**src/rtl/hdmi_timing_pkg.sv**
```systemverilog
// Shared constants for the HDMI video timing generator: pattern codes,
// colour-bar palette and RGB width.
package hdmi_timing_pkg;

  localparam int unsigned RGB_W = 24;

  typedef enum logic [2:0] {
    PAT_BLACK   = 3'd0,
    PAT_BARS    = 3'd1,
    PAT_CHECKER = 3'd2,
    PAT_RAMP    = 3'd3,
    PAT_WHITE   = 3'd4
  } pattern_e;

  // Left-to-right order of the eight colour bars.
  localparam logic [RGB_W-1:0] BAR_RGB [8] = '{
    24'hFFFFFF, 24'hFFFF00, 24'h00FFFF, 24'h00FF00,
    24'hFF00FF, 24'hFF0000, 24'h0000FF, 24'h000000
  };

endpackage

```
**src/rtl/hdmi_video_timing_pattern.sv**
```systemverilog
// Combinational test-pattern mapper: (pattern, x, y, de) -> 24-bit RGB.
module hdmi_pattern_gen
  import hdmi_timing_pkg::*;
#(
  parameter int unsigned H_ACTIVE = 720,
  parameter int unsigned CW       = 12
) (
  input  logic [2:0]       pattern,
  input  logic [CW-1:0]    x,
  input  logic [CW-1:0]    y,
  input  logic             de,
  output logic [RGB_W-1:0] rgb
);

  localparam int unsigned BAR_W = H_ACTIVE / 8;

  logic [2:0] bar_idx;
  logic       unused_y_bits;

  assign bar_idx       = 3'(x / CW'(BAR_W));
  assign unused_y_bits = ^y;

  always_comb begin
    rgb = '0;
    if (de) begin
      case (pattern)
        PAT_BLACK:   rgb = '0;
        PAT_BARS:    rgb = BAR_RGB[bar_idx];
        PAT_CHECKER: rgb = (x[5] ^ y[5]) ? '1 : '0;
        PAT_RAMP:    rgb = {3{x[7:0]}};
        PAT_WHITE:   rgb = '1;
        default:     rgb = '0;
      endcase
    end
  end

endmodule

```
**src/rtl/hdmi_video_timing.sv**
```systemverilog
// Video timing generator for the ADV7513 parallel interface: counters, sync
// decode, frame-synchronous pattern latch and registered outputs.
module hdmi_video_timing
  import hdmi_timing_pkg::*;
#(
  parameter int unsigned H_ACTIVE = 720,
  parameter int unsigned H_FP     = 16,
  parameter int unsigned H_SYNC   = 62,
  parameter int unsigned H_BP     = 60,
  parameter int unsigned V_ACTIVE = 480,
  parameter int unsigned V_FP     = 9,
  parameter int unsigned V_SYNC   = 6,
  parameter int unsigned V_BP     = 30,
  parameter logic        HS_POL   = 1'b0,
  parameter logic        VS_POL   = 1'b0,
  parameter int unsigned CW       = 12
) (
  input  logic             i_clk,
  input  logic             i_reset_n,
  input  logic             i_enable,
  input  logic [2:0]       i_pattern,
  output logic             o_hdmi_hs,
  output logic             o_hdmi_vs,
  output logic             o_hdmi_de,
  output logic [RGB_W-1:0] o_hdmi_rgb,
  output logic [CW-1:0]    o_x,
  output logic [CW-1:0]    o_y,
  output logic             o_frame_start,
  output logic             o_line_start
);

  localparam int unsigned H_TOTAL = H_ACTIVE + H_FP + H_SYNC + H_BP;
  localparam int unsigned V_TOTAL = V_ACTIVE + V_FP + V_SYNC + V_BP;

  if (H_ACTIVE % 8 != 0) begin : g_h_active_check
    $error("H_ACTIVE must be a multiple of 8");
  end
  if (H_TOTAL > (1 << CW) || V_TOTAL > (1 << CW)) begin : g_cw_check
    $error("CW too narrow for H_TOTAL/V_TOTAL");
  end

  localparam logic [CW-1:0] H_ACT_C = CW'(H_ACTIVE);
  localparam logic [CW-1:0] V_ACT_C = CW'(V_ACTIVE);
  localparam logic [CW-1:0] HS_BEG  = CW'(H_ACTIVE + H_FP);
  localparam logic [CW-1:0] HS_END  = CW'(H_ACTIVE + H_FP + H_SYNC);
  localparam logic [CW-1:0] VS_BEG  = CW'(V_ACTIVE + V_FP);
  localparam logic [CW-1:0] VS_END  = CW'(V_ACTIVE + V_FP + V_SYNC);
  localparam logic [CW-1:0] H_LAST  = CW'(H_TOTAL - 1);
  localparam logic [CW-1:0] V_LAST  = CW'(V_TOTAL - 1);

  logic [CW-1:0]    h_cnt;
  logic [CW-1:0]    v_cnt;
  logic [2:0]       active_pattern;
  logic             de_c;
  logic             hs_act;
  logic             vs_act;
  logic [RGB_W-1:0] rgb_c;

  assign de_c   = (h_cnt < H_ACT_C) && (v_cnt < V_ACT_C);
  assign hs_act = (h_cnt >= HS_BEG) && (h_cnt < HS_END);
  assign vs_act = (v_cnt >= VS_BEG) && (v_cnt < VS_END);

  hdmi_pattern_gen #(
    .H_ACTIVE (H_ACTIVE),
    .CW       (CW)
  ) u_pattern (
    .pattern (active_pattern),
    .x       (h_cnt),
    .y       (v_cnt),
    .de      (de_c),
    .rgb     (rgb_c)
  );

  always_ff @(posedge i_clk) begin
    if (!i_reset_n || !i_enable) begin
      h_cnt         <= '0;
      v_cnt         <= '0;
      o_hdmi_hs     <= ~HS_POL;
      o_hdmi_vs     <= ~VS_POL;
      o_hdmi_de     <= 1'b0;
      o_hdmi_rgb    <= '0;
      o_x           <= '0;
      o_y           <= '0;
      o_frame_start <= 1'b0;
      o_line_start  <= 1'b0;
      // Disable only idles the raster; the selected pattern survives it.
      if (!i_reset_n) active_pattern <= '0;
    end else begin
      o_hdmi_hs     <= hs_act ? HS_POL : ~HS_POL;
      o_hdmi_vs     <= vs_act ? VS_POL : ~VS_POL;
      o_hdmi_de     <= de_c;
      o_hdmi_rgb    <= rgb_c;
      o_x           <= de_c ? h_cnt : '0;
      o_y           <= de_c ? v_cnt : '0;
      o_frame_start <= de_c && (h_cnt == '0) && (v_cnt == '0);
      o_line_start  <= de_c && (h_cnt == '0);
      if (h_cnt == H_LAST) begin
        h_cnt <= '0;
        if (v_cnt == V_LAST) begin
          v_cnt          <= '0;
          active_pattern <= i_pattern;
        end else begin
          v_cnt <= v_cnt + 1'b1;
        end
      end else begin
        h_cnt <= h_cnt + 1'b1;
      end
    end
  end

endmodule
```
**config.mk**
```make
export PLATFORM = sky130hd
export DESIGN_NAME = hdmi_video_timing
export DESIGN_NICKNAME = d
export VERILOG_FILES = /design/src/rtl/hdmi_timing_pkg.sv /design/src/rtl/hdmi_video_timing_pattern.sv /design/src/rtl/hdmi_video_timing.sv
export SDC_FILE = /design/constraint.sdc
export NUM_CORES = 1
export LEC_CHECK = 0
export BUFFER_PORTS_ARGS = -buffer_cell sky130_fd_sc_hd__buf_2
export CAP_MARGIN = 10
export CORE_MARGIN = 4
export CORE_UTILIZATION = 63
export DETAILED_ROUTE_END_ITERATION = 6
export MAX_ROUTING_LAYER = met4
export PLACE_DENSITY_LB_ADDON = 0.05
export SETUP_SLACK_MARGIN = 0.05
export SLEW_MARGIN = 25
export SYNTH_ARGS = -nofsm -noshare
export SYNTH_HDL_FRONTEND = slang
export SYNTH_SLANG_ARGS = --single-unit
```
**constraint.sdc**
```tcl
create_clock -name i_clk -period 6.9 [get_ports i_clk]
set_input_delay 0.345 -clock i_clk [delete_from_list [all_inputs] [get_ports i_clk]]
set_output_delay 0.345 -clock i_clk [all_outputs]
set_load 0.005 [all_outputs]
```
-- Word-level counts from Yosys, hierarchy flattened
Memories as Yosys holds them, arrays and structs flattened.
Cells that the tools add are included.
- latch bits: 0
- output and inout bits: 53
- memories kept: 1
- logic and storage cells: 58
- bits in read-only memories: 192
- register bits: 80
- bits in writable memories: 0
- input bits: 6
- memory list (name ; words ; width ; rd ports ; clocked after Yosys merged registers in ; wr ports ; line ; source):
    (name not given) ; 8 ; 24 ; 1 ; 0 ; 0 ; hdmi_video_timing_pattern.sv:28 ; PAT_BARS: rgb = BAR_RGB[bar_idx];
- divide/modulo/power cells: 1
- multiply operators: 0
- shifts and indexed selects: 0
- order comparisons: 7
- bitwise logic cells: 3
- reductions and logical operators: 15
- multiplexer cells: 11
- add/sub/neg operators: 2
- equality and inequality tests: 7
- operators by type and width (cell ; number):
    case mux 24 bit (4 select lines) ; 1
    2-to-1 mux 24 bit ; 3
    adder 12 x 1 -> 12 bit, second input constant ; 2
    == test 12 x 10 -> 1 bit, second input constant ; 2
    zero test 12 bit ; 2
    less-than comparator 12 x 10 -> 1 bit, second input constant ; 2
    less-than comparator 12 x 9 -> 1 bit, second input constant ; 2
    divider 12 x 7 -> 12 bit, second input constant ; 1
    greater-or-equal comparator 12 x 10 -> 1 bit, second input constant ; 1
    greater-or-equal comparator 12 x 9 -> 1 bit, second input constant ; 1
    2-to-1 mux 12 bit ; 1
    2-to-1 mux 3 bit ; 4
    == test 3 x 2 -> 1 bit, second input constant ; 2
    logical AND 1 bit ; 5
    greater-or-equal comparator 4 bit, second input constant ; 1
    inverter 3 -> 4 bit ; 1
    nonzero test 2 bit ; 2
    OR reduction 2 bit ; 2
    == test 3 x 1 -> 1 bit, second input constant ; 1
    == test 3 bit, second input constant ; 1
    AND reduction 3 bit ; 1
    zero test 1 bit ; 2
    2-to-1 mux 1 bit ; 2
    inequality test 2 bit, second input constant ; 1
    3 further kinds ; 3

-- Depth between registers and ports, before layout
Gate-level depths: netlist of run 1.
- depth after elaboration: 6
- mapped depth: 18

-- By module
Synthesis of run 1 repeated with hierarchy kept, for this count alone.
- cell total of the unflattened synthesis: 623
- area total of the unflattened synthesis: 5156.2 µm²
- modules (own cells, without submodules) (module ; seq. area each (µm²) ; times used ; cells an instance ; area an instance (µm²)):
    hdmi_video_timing ; 1631.6 ; 1 ; 283 ; 2864.0
    hdmi_pattern_gen ; 0.0 ; 1 ; 340 ; 2292.2

-- Least setup slack after synthesis of run 1
OpenSTA, ideal clock, no wires.
- kind: register to register
- start: reg h_cnt[7]
- end: reg o_hdmi_rgb[6]
- setup slack: 3.136 ns
- setup time: 0.134 ns
- path buffers: 2
- period minus slack after synthesis: 3.764 ns
- data required time: 6.766 ns
- arrival: 3.630 ns
- stages on the path, launching flop included: 16
- cell sequence: dfxtp_1 -> o211ai_1 -> mux2_2 -> o2111a_2 -> nor4b_4 -> a21oi_2 -> o21a_1 -> or4_1 -> buf_4 -> o21ai_4 -> a2bb2oi_4 -> o31ai_2 -> or4_4 -> buf_6 -> a21oi_1 -> a211oi_1
- cells in the longest elaborated chain, start to end: 6
- elaborated cells between the ends (all ways): 10
- those cells by class: div: 1; order compare: 1; mux: 3; bitwise: 2; reduce/logical: 2; memory: 1
- ends and longest elaborated chain (what ; line ; source):
    start: declaration ; hdmi_video_timing.sv:51 ; logic [CW-1:0] h_cnt;
    start signal: assignment ; hdmi_video_timing.sv:106 ; h_cnt <= h_cnt + 1'b1;
    divider 12 x 7 -> 12 bit ; hdmi_video_timing_pattern.sv:20 ; assign bar_idx = 3'(x / CW'(BAR_W));
    inverter 3 -> 4 bit (implied by the code) ; hdmi_video_timing_pattern.sv:28 ;
    memory read (8 x 24 bit) ; - ;
    2-to-1 mux 24 bit (implied by the code) (2 in series) ; hdmi_video_timing_pattern.sv:28 ;
    case mux 24 bit (4 select lines) ; hdmi_video_timing_pattern.sv:26 ; case (pattern)
    end signal: assignment ; hdmi_video_timing.sv:92 ; o_hdmi_rgb <= rgb_c;
    end: declaration ; hdmi_video_timing.sv:25 ; output logic [RGB_W-1:0] o_hdmi_rgb,
Parallel ways exist; a longest one is shown, timed or not. The select of a mux whose other input is x is not followed.
A chain may end at the register's enable or synchronous reset.

-- Worst setup path after layout of run 1
- start: reg h_cnt[7]
- end: reg o_hdmi_rgb[0]
The elaborated chain is that of the path after synthesis.

==> results of run 1 <==
[power breakdown]
group	internal, mW	total (mW)	switching (mW)
sequential	0.473	0.479	0.00554
combinational	0.0167	0.0453	0.0285
clock	0.211	0.374	0.163
total	0.702	0.898	0.197
[final timing paths]
check	end	cells after the start	startpoint	slack [ps]
setup / recovery	o_hdmi_rgb[0]	13	h_cnt[7]	1980
hold reg to reg	o_hdmi_vs	1	v_cnt[3]	520
setup reg to reg	o_hdmi_rgb[0]	13	h_cnt[7]	1980
hold / removal	active_pattern[2]	2	i_pattern[2]	320
[through the flow]
step / instance area (sq um) / hold slack (ps) / worst slack (ps) / power, mW
floorplan: 4680 / 445 / 3140 / 0.519
global placement: 4900 / 485 / 2330 / 0.533
detailed placement: 4900 / 487 / 2190 / 0.534
CTS: 5120 / 315 / 2050 / 0.900
global route: 5120 / 316 / 1520 / 0.930
finish: 5120 / 325 / 1980 / 0.898
[cells in the mapped netlist (5+ instances only)]
library cell  number
dfxtp_1           77
nor2_1            62
a21oi_1           57
nand2_1           45
o21ai_0           38
clkbuf_1          20
nor3_1            17
a211oi_1          15
nand2b_1          15
nand3_1           15
inv_1             14
xnor2_1           14
and2_1            11
nand4_1           11
nor2b_1           11
ha_1               8
and3_1             7
or3_1              7
xor2_1             7
buf_2              6
o211ai_1           6
a31oi_1            5
buf_1              5
nor4_1             5
[metal layers]
metal  global-route usage, %  wire length [um]  vias up  part of all wire (%)
met5                       -                 0        -                     0
met4                    4.57                90        0                  0.79
met3                    4.81               563       11                   5.0
met2                    43.8              5560      142                    49
met1                    34.3              5130     2034                    45
li1                        -                 -     2153                     -
[layout make-up]
type | instances | area (sq um)
timing repair buffer | 60 | 305
inverter | 15 | 56.3
sequential | 80 | 1630
clock buffer | 10 | 138
tap | 99 | 124
multi-input combinational | 449 | 2790
clock inverter | 5 | 81.3
fill | 603 | 2090
[cell families (layout without fill, tap and decap cells)]
family | count (synthesis) | after routing | share of synthesized area (%)
compound gates | 178 | 178 | 26.2
xor+xnor | 21 | 21 | 3.94
fa+ha+maj | 8 | 8 | 2.15
buf+inv | 54 | 90 | 5.55
flops | 80 | 80 | 35.0
mux | 6 | 6 | 1.37
other cells | 1 | 5 | 0.0804
simple gates | 231 | 231 | 25.7
[cells in the final DEF, fill, tap and decap left out, types with 10 or more instances in the layout]
cell type / n
nor3_1: 17
buf_2: 58
nand4_1: 11
and2_1: 11
nor2b_1: 11
nand2_1: 45
clkbuf_8: 10
o21ai_0: 38
nand2b_1: 15
a211oi_1: 15
xnor2_1: 14
nor2_1: 62
a21oi_1: 57
dfxtp_1: 77
inv_1: 14
nand3_1: 15
[registers in the layout, summed over array words and instances, names as in the netlist]
name,flops
o_line_start,1
active_pattern,3
o_hdmi_rgb,24
o_frame_start,1
h_cnt,12
o_hdmi_hs,1
o_x,12
o_hdmi_vs,1
o_y,12
o_hdmi_de,1
v_cnt,12
==> out/results.txt, run 1 <==
drt first pass iters - 5
number of global-route vias before repair - 3869
Reg clk slew, reported paths - 80 ps
via count - 4340
number of distinct library cells after synthesis - 87
fraction of layout cells with a size suffix above 1 - 16.3%
period utilisation layout - 71.4%
Worst path max stage delay - 910 ps
sequential fraction of the synthesis area - 35.0%
clk sinks - 80
Yosys warnings - 0
RSZ-0062 raised after global routing - false
Slew HR - 40.3%
worst-skew pair later-pin latency - 350 ps
EDFF count, synth - 3
final core utilization - 71.0%
outcome - finished, final reports clean
max_cap viols - 0
initial antenna violation count - 0
global route total overflow - 0
Sum Neg Setup Slack - 0 ps
f_max - 203 MHz
CP Buf/Inv Count - 0
Cells after Synth - 579
n_diodes - 0
core region area - 7210 sq um
net count reported at finish - 629
crit end category - register
ys flop type - dfxtp_1
WP data required - 7150 ps
routability cong. - 0.966
post-cts sizing count - 0
cell taking the most area after synthesis - dfxtp_1
final std cells w/o fill - 718
Die H - 94.0 um
top post-synthesis cells by area - dfxtp_1 33%, a21oi_1 6.1%, nor2_1 5.0%
Hold WC Path Type - input port to register
die area - 8840 sq um
Synth top area share - 33.1%
Setup Buffers After CTS - 0
# setup viols final - 0
Hold Fails Final Rpt - 0
CTS H-tree lvls - 3
Routed WL per cell - 15.8 um
Detailed Place HPWL - 8190 um
Initial Util - 64.6%
Synth Register Bits - 80
first-pass GRT wire length - 18500 um
kind of start point of the critical path - register
CTS buffer count - 9
DR vias/cell - 6.04
post-layout minimum cycle time - 4920 ps
CP Max Fanout - 24
First DRT Iteration DRCs - 238
WP data arrival - 5180 ps
slowest cell on the critical path - dfxtp_1
Max Root-Sink Buffers - 2
syn_area_per_cell - 8.05 sq um
Max VDD drop - 0.000159 V
actual slew at the worst max-slew pin - 895 ps
Final ANT Viol Nets - 0
Leak - 2.02 nW
ys async rst share - 0%
Die W - 94.0 um
WL final - 11400 um
root buffer cell - clkbuf_8
mapped cell area - 4660 sq um
total track usage - 26.4%
Syn-to-layout area delta - 9.87%
# IOs - 59
IO buf count - 58
dpl cells - 703
kind of critical path - register to register
clock skew - 8.98 ps
largest net degree at the start of global routing - 32
Max Transition Viols Final - 0
CTS tree - built
Power Density - 175 nW/um^2
# hold bufs at CTS - 0
crit path cell chain - o211ai_1 -> mux2i_1 -> nor2_1 -> o22ai_1 -> and2_1 -> mux2i_1 -> nor2_1 -> o2bb2ai_1 -> a211oi_1 -> a311o_1 -> a211oi_2 -> o21ai_0 -> a211oi_1
Top delay family on crit path - compound AO/OA/AOI/OAI gates
Residual DRC - 0
Rows - 31
Power figures use the tool's default switching activity.
==> inputs of run 2 (changes only) <==
--- a/config.mk
+++ b/config.mk
@@ -8,7 +8,7 @@
 export BUFFER_PORTS_ARGS = -buffer_cell sky130_fd_sc_hd__buf_2
 export CAP_MARGIN = 10
 export CORE_MARGIN = 4
-export CORE_UTILIZATION = 63
+export CORE_UTILIZATION = 58
 export DETAILED_ROUTE_END_ITERATION = 6
 export MAX_ROUTING_LAYER = met4
 export PLACE_DENSITY_LB_ADDON = 0.05
==> constraint.sdc (replaced) <==
create_clock -name i_clk -period 4.8 [get_ports i_clk]
set_input_delay 0.24 -clock i_clk [delete_from_list [all_inputs] [get_ports i_clk]]
set_output_delay 0.24 -clock i_clk [all_outputs]
set_load 0.005 [all_outputs]
==> out/results.txt, run 2 (synthesized netlist as in run 1, its figures left out) <==
outcome - finished, final reports clean
Reg clk slew, reported paths - 90 ps
max_cap viols - 0
number of fill cells - 685
commonest cells after routing, fill and taps aside - 73 x dfxtp_1, 62 x nor2_1, 58 x buf_2
final core utilization - 67.0%
f_max - 225 MHz
global route total overflow - 0
commonest non-fill, non-tap cell in the layout - dfxtp_1
WP data arrival - 4640 ps
dpl cells - 716
Power Density - 241 nW/um^2
WP data required - 4990 ps
WL final - 11800 um
Sum Neg Setup Slack - 0 ps
Slew HR - 46.4%
# setup viols final - 0
CTS tree - built
die area - 9540 sq um
clock skew - 13.6 ps
drt first pass iters - 7
Top reg by flops - o_hdmi_rgb
RSZ-0062 raised after global routing - false
Final ANT Viol Nets - 0
max reg flops - 24
Final Power - 1.26 mW
post-layout minimum cycle time - 4450 ps
CP Max Fanout - 19
Die H - 97.7 um
Syn-to-layout area delta - 11.6%
FF+latch area - 1640 sq um
Hold Fails Final Rpt - 0
cell area after layout - 5210 sq um
Routed WL per cell - 16.1 um
crit end category - register
DR vias/cell - 6.03
kind of critical path - register to register
number of global-route vias before repair - 4049
clk sinks - 80
worst hold margin - 221 ps
First DRT Iteration DRCs - 351
total track usage - 25.2%
Die W - 97.7 um
Setup Buffers After CTS - 0
Max Transition Viols Final - 0
IO buf count - 58
root buffer cell - clkbuf_8
actual slew at the worst max-slew pin - 801 ps
core region area - 7770 sq um
routability cong. - 0.966
CTS buffer count - 9
Residual DRC - 0
initial antenna violation count - 0
combined area of the multi-input logic cells - 2800 sq um
Initial Util - 60.0%
n_diodes - 0
Setup WS pre-CTS - 208 ps
final std cells w/o fill - 732
Max Root-Sink Buffers - 2
period utilisation layout - 92.8%
Hold WC Path Type - input port to register
via count - 4414
post-route setup slack - 348 ps
kind of start point of the critical path - register
net count reported at finish - 639
Detailed Place HPWL - 8700 um
largest net degree at the start of global routing - 25
fraction of layout cells with a size suffix above 1 - 18.7%
CTS H-tree lvls - 3
Max VDD drop - 0.000293 V
Rows - 32
first-pass GRT wire length - 19600 um
Leak - 2.07 nW
# IOs - 59
Placed Instance Area - 4980 sq um
worst-skew pair later-pin latency - 350 ps
[run 2: cell count changes in the layout (fill, tap and decap cells not counted), sizes merged]
cell      before  now
buf           60   70
inv           14   16
clkinvlp       1    2
clkinv         3    1
clkbuf        10   12
bufinv         2    0
[run 2: timing repair]
action / 4_1_cts / 5_1_grt
gates resized for setup: 0 / 6
endpoints found under the setup margin: 0 / 8
hold buffers: 0 / 0
[run 2: worst max-delay path, stage by stage (launching register included)]
cell	delay [ps]
dfxtp_1	710
o211ai_1	220
a22oi_1	340
a211oi_1	140
nor4b_4	470
a21oi_2	80
o21a_1	250
or4_1	690
a21oi_1	430
o31ai_2	150
or4_4	550
a21oi_1	180
a211oi_1	90
[run 2: final timing paths]
path / from / end / slack (ps) / cells after the start
worst max-delay path: h_cnt[6] / o_hdmi_rgb[3] / 350 / 12
worst min-delay path: i_pattern[0] / active_pattern[0] / 220 / 2
worst max register to register: h_cnt[6] / o_hdmi_rgb[3] / 350 / 12
worst min register to register: v_cnt[8] / o_y[8] / 520 / 2
[run 2: per-layer routing]
layer	vias up	track usage [%]	share of wire [%]
li1	2172	-	-
met5	-	-	0
met2	141	39.7	48
met3	14	5.67	6.1
met4	0	5.32	1.2
met1	2087	33.3	45
[run 2: final cells by class]
type / count / area share [%]
Inverter: 15 / 1.08
Clock buffer: 12 / 3.39
Clock inverter: 4 / 0.625
Sequential cell: 80 / 31.4
Multi-Input combinational cell: 449 / 53.7
Tap cell: 102 / 2.45
Timing Repair Buffer: 70 / 7.31
[run 2: power by group]
group	leakage, nW	internal [mW]	switching, mW	total [mW]
Clock	0.101	0.251	0.250	0.502
Sequential	0.655	0.680	0.00858	0.689
Combinational	1.31	0.0246	0.0412	0.0658
==> inputs of run 3 (changes only) <==
--- a/config.mk
+++ b/config.mk
@@ -5,10 +5,11 @@
 export SDC_FILE = /design/constraint.sdc
 export NUM_CORES = 1
 export LEC_CHECK = 0
+export ABC_AREA = 1
 export BUFFER_PORTS_ARGS = -buffer_cell sky130_fd_sc_hd__buf_2
 export CAP_MARGIN = 10
 export CORE_MARGIN = 4
-export CORE_UTILIZATION = 58
+export CORE_UTILIZATION = 57
 export DETAILED_ROUTE_END_ITERATION = 6
 export MAX_ROUTING_LAYER = met4
 export PLACE_DENSITY_LB_ADDON = 0.05
==> out/results.txt, run 3 <==
Leak - 2.47 nW
FF-to-FF path depth - 35
top sig layer - met4
commonest cells after routing, fill and taps aside - 92 x inv_1, 92 x nand2_1, 77 x dfxtp_1
CTS H-tree lvls - 3
# IOs - 59
Setup Buffers After CTS - 0
fraction of layout cells with a size suffix above 1 - 21.7%
routability cong. - 0.869
initial antenna violation count - 0
CTS tree - built
drt first pass iters - 5
kind of start point of the critical path - register
post-layout minimum cycle time - 3760 ps
Yosys warnings - 0
top post-synthesis cells by area - dfxtp_1 37%, inv_1 8.3%, nand2_1 8.3%
WP depth - 35
ys flop type - dfxtp_1
Rows - 30
worst-skew pair later-pin latency - 360 ps
total track usage - 22.3%
IO buf count - 58
# setup viols final - 0
clock skew - 6.99 ps
sequential fraction of the synthesis area - 39.3%
post-cts sizing count - 0
max_cap viols - 0
ys async rst share - 0%
f_max - 266 MHz
period utilisation layout - 78.4%
CP Buf/Inv Count - 4
n_diodes - 0
# hold bufs at CTS - 0
wl on met1 - 4150 um
Final ANT Viol Nets - 0
core region area - 6940 sq um
actual slew at the worst max-slew pin - 791 ps
Die H - 93.3 um
First DRT Iteration DRCs - 186
Cells after Synth - 572
Top reg by flops - o_hdmi_rgb
Max Root-Sink Buffers - 2
Syn-to-layout area delta - 13.0%
cell area after layout - 4690 sq um
die area - 8710 sq um
WL final - 9120 um
kind of critical path - register to register
met3 WL - 468 um
Reg clk slew, reported paths - 90 ps
root buffer cell - clkbuf_8
syn_area_per_cell - 7.25 sq um
RR Endpoint - o_hdmi_rgb[4]
WP data required - 5060 ps
mapped cell area - 4150 sq um
CP Capture Point - o_hdmi_rgb[4]
R2R Path Start - h_cnt[11]
Worst path max stage delay - 520 ps
flop2flop setup slack - 1040 ps
number of fill cells - 633
Placed Instance Area - 4510 sq um
Synth top area share - 37.2%
wire length on met2 - 4370 um
Max VDD drop - 0.000164 V
Residual DRC - 0
Top delay family on crit path - simple AND/OR/NAND/NOR gates
Die W - 93.3 um
WP data arrival - 4020 ps
CP Max Fanout - 9
number of distinct library cells after synthesis - 48
global route total overflow - 0
Sum Neg Setup Slack - 0 ps
CTS buffer count - 9
Routed WL per cell - 12.4 um
Hold WC Path Type - input port to register
via count - 3811
number of global-route vias before repair - 3487
EDFF count, synth - 3
DR vias/cell - 5.17
crit end category - register
Synth Register Bits - 80
net count reported at finish - 650
first-pass GRT wire length - 15300 um
cell taking the most area after synthesis - dfxtp_1
Max Transition Viols Final - 0
Hold Fails Final Rpt - 0
outcome - finished, final reports clean
Detailed Place HPWL - 7010 um
CP Launch Point - h_cnt[11]
CP most frequent cell - nand2_2
Power Density - 258 nW/um^2
RSZ-0062 raised after global routing - false
Slew HR - 47.2%
slowest cell on the critical path - dfxtp_1
clk sinks - 80
commonest cells in the netlist - 92 x inv_1, 92 x nand2_1, 77 x dfxtp_1
Initial Util - 59.7%
max reg flops - 24
largest net degree at the start of global routing - 25
[run 3: cell types whose count changed after synthesis, sizes merged, moves of 12 or more]
cell and delta:
nand2b -15, inv +88, nand2 +86, nor2 +13, buf -16, a21oi -39
nand3 +37, and2 -12, clkbuf -15, a211oi -15
[run 3: area by class of cell]
| cell class | instances | area, sq um | area share [%] |
|---|---|---|---|
| inverters | 103 | 395 | 8.43 |
| well taps | 96 | 120 | 2.56 |
| multi-input cells | 384 | 2070 | 44.2 |
| repair buffers | 58 | 290 | 6.19 |
| clock inverters | 7 | 53.8 | 1.15 |
| clock buffers | 9 | 124 | 2.64 |
| flip-flops and latches | 80 | 1630 | 34.8 |
[run 3: power breakdown]
group | switching (mW) | internal (mW) | total (mW) | leakage [nW]
clock | 0.270 | 0.194 | 0.465 | 0.0900
combinational | 0.0406 | 0.0206 | 0.0612 | 1.73
sequential | 0.00517 | 0.680 | 0.685 | 0.654
total | 0.316 | 0.895 | 1.21 | 2.47
[run 3: tightest hold or removal path: stages]
cell and delay (ps):
buf_2 80, inv_1 30, nor2_1 80
[run 3: stage by stage]
stage	setup slack (ps)	util, %	power, mW	hold WS [ps]	cells
floorplan	1650	-	0.739	443	576
global placement	1210	64.9	0.760	460	721
detailed placement	1100	65.0	0.762	469	721
CTS	1080	67.5	1.22	173	737
finish	1040	67.5	1.21	182	737
global route	560	67.5	1.26	180	737
[run 3: cells by family after synthesis]
logic type	count (synthesis)	synth area share [%]
AOI/OAI and AO/OA	74	10.6
xor gates and xnor gates	10	2.11
adders and majority gates	8	2.41
buffers and inverters	112	11.1
DFF	80	39.3
other	1	0.0904
and+or+nand+nor	287	34.3
[run 3: worst min-delay path by stage]
| stage | from | endpoint | cells past startpoint |
|---|---|---|---|
| after floorplan | v_cnt[6] | o_y[6] | 2 |
| after global placement | h_cnt[0] | h_cnt[0] | 1 |
| after detailed placement | v_cnt[7] | v_cnt[7] | 2 |
| after CTS | i_pattern[1] | active_pattern[1] | 3 |
| after global routing | i_pattern[1] | active_pattern[1] | 3 |
| final | i_pattern[1] | active_pattern[1] | 3 |
[run 3: routing by layer]
layer | GRT usage (%) | vias to the layer above
met1 | 27.9 | 1752
li1 | - | 1938
met3 | 4.26 | 13
met4 | 7.94 | 0
met2 | 36.1 | 108
met5 | - | -
